[src/rtl/taillight_pkg.sv]
// Shared state encoding, lamp patterns and decode helpers for the taillight sequencer.
package taillight_pkg;

  typedef enum logic [3:0] {
    IDLE = 4'd0,
    L1   = 4'd1,
    L2   = 4'd2,
    L3   = 4'd3,
    LOFF = 4'd4,
    R1   = 4'd5,
    R2   = 4'd6,
    R3   = 4'd7,
    ROFF = 4'd8,
    HON  = 4'd9,
    HOFF = 4'd10
  } state_t;

  // Patterns are ordered {C, B, A}; A is the innermost lamp on each side.
  localparam logic [2:0] PAT_OFF = 3'b000;
  localparam logic [2:0] PAT_1   = 3'b001;
  localparam logic [2:0] PAT_2   = 3'b011;
  localparam logic [2:0] PAT_3   = 3'b111;

  typedef struct packed {
    logic [2:0] left_pat;
    logic [2:0] right_pat;
    logic       busy;
  } lamp_t;

  function automatic lamp_t lamp_decode(input state_t s);
    lamp_t l;
    l.left_pat  = PAT_OFF;
    l.right_pat = PAT_OFF;
    l.busy      = (s != IDLE);
    case (s)
      L1:  l.left_pat  = PAT_1;
      L2:  l.left_pat  = PAT_2;
      L3:  l.left_pat  = PAT_3;
      R1:  l.right_pat = PAT_1;
      R2:  l.right_pat = PAT_2;
      R3:  l.right_pat = PAT_3;
      HON: begin
        l.left_pat  = PAT_3;
        l.right_pat = PAT_3;
      end
      default: ;
    endcase
    return l;
  endfunction

  // Hazard, or both sides at once, outranks a single side request.
  function automatic state_t req_decode(input logic l, input logic r, input logic h);
    if (h || (l && r)) return HON;
    else if (l)        return L1;
    else if (r)        return R1;
    else               return IDLE;
  endfunction

endpackage

[src/rtl/taillight_sequencer_tick_gen.sv]
// Step prescaler: one tick every TICK_DIV cycles, held cleared while the sequencer idles.
module tick_gen #(
  parameter int unsigned TICK_DIV = 25_000_000
) (
  input  logic clk_sys,
  input  logic reset,
  input  logic clear,
  output logic tick
);

  localparam int unsigned CNT_W = (TICK_DIV > 1) ? $clog2(TICK_DIV) : 1;
  localparam logic [CNT_W-1:0] CNT_LAST = CNT_W'(TICK_DIV - 1);

  logic [CNT_W-1:0] count;

  always_ff @(posedge clk_sys) begin
    if (reset || clear) begin
      count <= '0;
    end else if (count == CNT_LAST) begin
      count <= '0;
    end else begin
      count <= count + CNT_W'(1);
    end
  end

  assign tick = (count == CNT_LAST) && !clear;

endmodule

[src/rtl/taillight_sequencer.sv]
// Turn-signal sequencer: arbitrates left/right/hazard requests and steps the lamp patterns.
module taillight_sequencer
  import taillight_pkg::*;
#(
  parameter int unsigned TICK_DIV = 25_000_000
) (
  input  logic clk_sys,
  input  logic reset,
  input  logic left,
  input  logic right,
  input  logic hazard,
  output logic LA,
  output logic LB,
  output logic LC,
  output logic RA,
  output logic RB,
  output logic RC,
  output logic busy
);

  state_t state;
  state_t state_next;
  lamp_t  lamp_q;
  logic   tick;
  logic   idle_c;

  assign idle_c = (state == IDLE);

  tick_gen #(.TICK_DIV(TICK_DIV)) u_tick_gen (
    .clk_sys (clk_sys),
    .reset   (reset),
    .clear   (idle_c),
    .tick    (tick)
  );

  // Lamps are registered from the next-state decode so they track the state register exactly.
  always_ff @(posedge clk_sys) begin
    if (reset) begin
      state  <= IDLE;
      lamp_q <= '0;
    end else begin
      state  <= state_next;
      lamp_q <= lamp_decode(state_next);
    end
  end

  always_comb begin
    state_next = state;
    case (state)
      IDLE: state_next = req_decode(left, right, hazard);
      L1:   if (tick) state_next = hazard ? HON : L2;
      L2:   if (tick) state_next = hazard ? HON : L3;
      L3:   if (tick) state_next = hazard ? HON : LOFF;
      R1:   if (tick) state_next = hazard ? HON : R2;
      R2:   if (tick) state_next = hazard ? HON : R3;
      R3:   if (tick) state_next = hazard ? HON : ROFF;
      HON:  if (tick) state_next = HOFF;
      LOFF, ROFF, HOFF: if (tick) state_next = req_decode(left, right, hazard);
      default: state_next = IDLE;
    endcase
  end

  assign LA   = lamp_q.left_pat[0];
  assign LB   = lamp_q.left_pat[1];
  assign LC   = lamp_q.left_pat[2];
  assign RA   = lamp_q.right_pat[0];
  assign RB   = lamp_q.right_pat[1];
  assign RC   = lamp_q.right_pat[2];
  assign busy = lamp_q.busy;

endmodule

[config.mk]
export PLATFORM = sky130hd
export DESIGN_NAME = taillight_sequencer
export DESIGN_NICKNAME = d
export VERILOG_FILES = /design/src/rtl/taillight_pkg.sv /design/src/rtl/taillight_sequencer_tick_gen.sv /design/src/rtl/taillight_sequencer.sv
export SDC_FILE = /design/constraint.sdc
export NUM_CORES = 1
export LEC_CHECK = 0
export ABC_AREA = 0
export BUFFER_PORTS_ARGS = -buffer_cell sky130_fd_sc_hd__buf_2
export CORE_ASPECT_RATIO = 1.4
export CORE_UTILIZATION = 55
export CTS_CLUSTER_DIAMETER = 200
export DETAILED_ROUTE_END_ITERATION = 10
export PLACE_DENSITY_LB_ADDON = 0.1
export SLEW_MARGIN = 40
export SYNTH_ARGS = -nofsm -noshare
export SYNTH_HDL_FRONTEND = slang
export SYNTH_SLANG_ARGS = --single-unit
export TNS_END_PERCENT = 10
[constraint.sdc]
create_clock -name clk_sys -period 3.73 [get_ports clk_sys]
set_clock_uncertainty 0.2 [all_clocks]
set_input_delay 0.373 -clock clk_sys [delete_from_list [all_inputs] [get_ports clk_sys]]
set_output_delay 0.373 -clock clk_sys [all_outputs]
set_load 0.005 [all_outputs]
==> key figures <==
Placement
  • Routability cong.: 0.8263
  • Port bufs: 11
  • Post-DP HPWL: 2.692 mm
  • Cells after DPL: 254
  • Place WS: 1.155 ns

Yosys
  • Mapped Area: 1800 um^2
  • Post-synth top flop: dfxtp_1
  • Mapped Avg Cell Area: 8.493 um^2
  • Net Count, Synth: 218
  • Async set-or-reset flop fraction in the synthesized netlist: 0%
  • Post-synthesis cell type count: 44
  • Ys Warns: 0
  • Register area share after synthesis: 40.03%
  • Cells after synthesis: 212
  • FF+latch count, synth: 36
  • EDFF count, synth: 0

Finish
  • Fin cells: 262
  • Number of inserted diodes: 0
  • Layout cell share with drive strength beyond 1: 13.00%
  • Nets: 228
  • Commonest non-fill, non-tap cell in the layout: dfxtp_1
  • Area delta synth->final: 10.08%
  • Most frequent cells in the layout: 36 x dfxtp_1, 34 x nor2_1, 15 x xor2_1, 14 x nand2_1, 12 x nand3_1

Clock tree
  • CTS clk-pin slew, worst paths: 0.07 ns
  • CTS tree: built
  • Gates resized, CTS repair: 0
  • Hold buffers post-CTS: 0
  • Root Buffer: clkbuf_8
  • H-Tree Depth: 2
  • CTS buffer count: 5
  • Clk_lat worst skew: 0.28 ns
  • TritonCTS Sinks: 36
  • Setup Fix Bufs, Post-CTS: 0
  • Max clock buf depth: 2

Critical path
  • Startpoint types: flop
  • Critical Path Slowest Stage Cell: or4b_1
  • Worst r2r src: u_tick_gen.count[10]$_SDFF_PP0_
  • Crit Path Class: reg2reg
  • Launch point of the worst path: u_tick_gen.count[10]$_SDFF_PP0_
  • CP Max Fanout: 5
  • CP cell instances: or4b_1 -> and4bb_4 -> nand2_4 -> mux2_4 -> a21o_1 -> a2111oi_2
  • Slowest cell delay on critical path: 0.56 ns
  • CP arrival: 2.59 ns
  • WP buf/inv: 0
  • Worst EP required: 3.71 ns
  • Critical path endpoint category: flop
  • Delay-heaviest family, CP: simple AND/OR/NAND/NOR gates

Global route
  • First-pass GRT wire length: 6.437 mm
  • Grt ovf: 0
  • Total track usage: 23.77%
  • Initial antenna violation count: 0
  • Largest net degree at the start of global routing: 25
  • Vias in the first global route: 1505

Floorplanning
  • Die X: 50.36 um
  • Die Y: 69.70 um
  • Row cnt: 24
  • Die Area: 3509 um^2
  • Core ar.: 3123 um^2
  • Starting Density: 57.65%
  • IO Count: 12

Run
  • Max_cap viols: 0

Detailed routing
  • Post-route DRC violation count: 0
  • DRT Pass-1 Iters: 4
  • DRT Wirelength: 3.628 mm
  • Vias per inst: 5.931
  • DRT iter0 DRCs: 46
  • Vias: 1554
  • Antenna viol nets, final: 0
  • Avg WL per Cell: 13.85 um

Pwr
  • Power Density: 444.5 nW/um^2
  • Max IR drop VDD: 0.3002 mV
  • Leak: 0.7157 nW

Timing
  • RSZ-0062 raised after global routing: false
  • Final WS setup: 1.124 ns
  • Crit share post-route: 69.86%
  • Worst Max-Slew Pin Slew: 0.8326 ns
  • Fmax: 383.8 MHz
  • Max transition margin: 44.03%
  • Final slew viol count: 0
  • Final Hold Viols: 0
  • Setup TNS: 0 ns
  • Finish-stage setup viols: 0
  • Final min period: 2.606 ns

Hold path
  • Hold WC Path Type: in2reg
  • Worst hold start: reset

Run status
  • Status: finished, final reports clean
power by group:
group	switching [W]	total, W	internal [W]
Combinational	0.0000734	0.000126	0.0000522
Sequential	0.0000196	0.000424	0.000404
Clock	0.000133	0.000332	0.000198
Total	0.000226	0.000881	0.000655
Yosys cell counts (3+ instances only):
cell type   n  area share [%]
a211oi_1    6             2.5
a21oi_1     9             2.5
a31oi_1     5             1.7
and2_1      3             1.0
clkbuf_1    6             1.3
dfxtp_1    36              40
inv_1       5             1.0
nand2_1    14             2.9
nand3_1    12             3.3
nand4_1     7             2.4
nor2_1     34             7.1
nor2b_1     4             1.4
nor3_1      6             1.7
o21a_1      3             1.3
o21ai_0     6             1.7
xnor2_1     8             3.9
xor2_1     15             7.3
metrics by stage:
step	hold slack (ns)	total power, W	cell area (um^2)	utilization (%)
6_report	0.2030	0.0008809	1982	63.46
5_1_grt	0.2011	0.0009256	1982	63.46
4_1_cts	0.1885	0.0008898	1982	63.46
3_5_place_dp	0.2603	0.0005583	1874	60.02
3_3_place_gp	0.2450	0.0005533	1874	60.02
2_1_floorplan	0.2297	0.0005192	1800	-
sequential cells by signal (all words and copies together) (netlist names):
register,cells
LC,1
u_tick_gen.count,25
RA,1
RC,1
state,4
LB,1
busy,1
RB,1
LA,1
final cells by class:
type	count	area (um^2)
clock buffer	6	72.57
inverter	5	18.77
tap	39	48.80
multi-input combinational	163	1031
fill	288	1141
timing repair buffer	11	55.05
sequential	36	720.7
clock inverter	2	35.03
routing by layer:
metal	vias to the layer above	GRT usage, %	part of all wire, %
met4	0	10.19	1.5
met5	-	0	0
met2	39	43.26	55
met1	739	24.90	40
met3	4	5.921	3.1
li1	772	-	-
kinds of logic after synthesis:
family / after synthesis / share of synthesized area [%]
compound gates: 39 / 14.80
xor+xnor: 23 / 11.19
fa+ha+maj: 1 / 0.6948
buf+inv: 13 / 2.710
flops: 36 / 40.03
mux: 3 / 1.946
simple gates: 97 / 28.63
path summary, 6_finish.rpt:
path | endpoint | slack (ns) | cells past startpoint
max reg2reg | LC$_SDFF_PP0_ | 1.12 | 6
min | state[0]$_SDFF_PP0_ | 0.20 | 2
min reg2reg | u_tick_gen.count[0]$_SDFF_PP0_ | 0.26 | 1
max | LC$_SDFF_PP0_ | 1.12 | 6
Note: power is estimated with default switching activity, not from simulation.
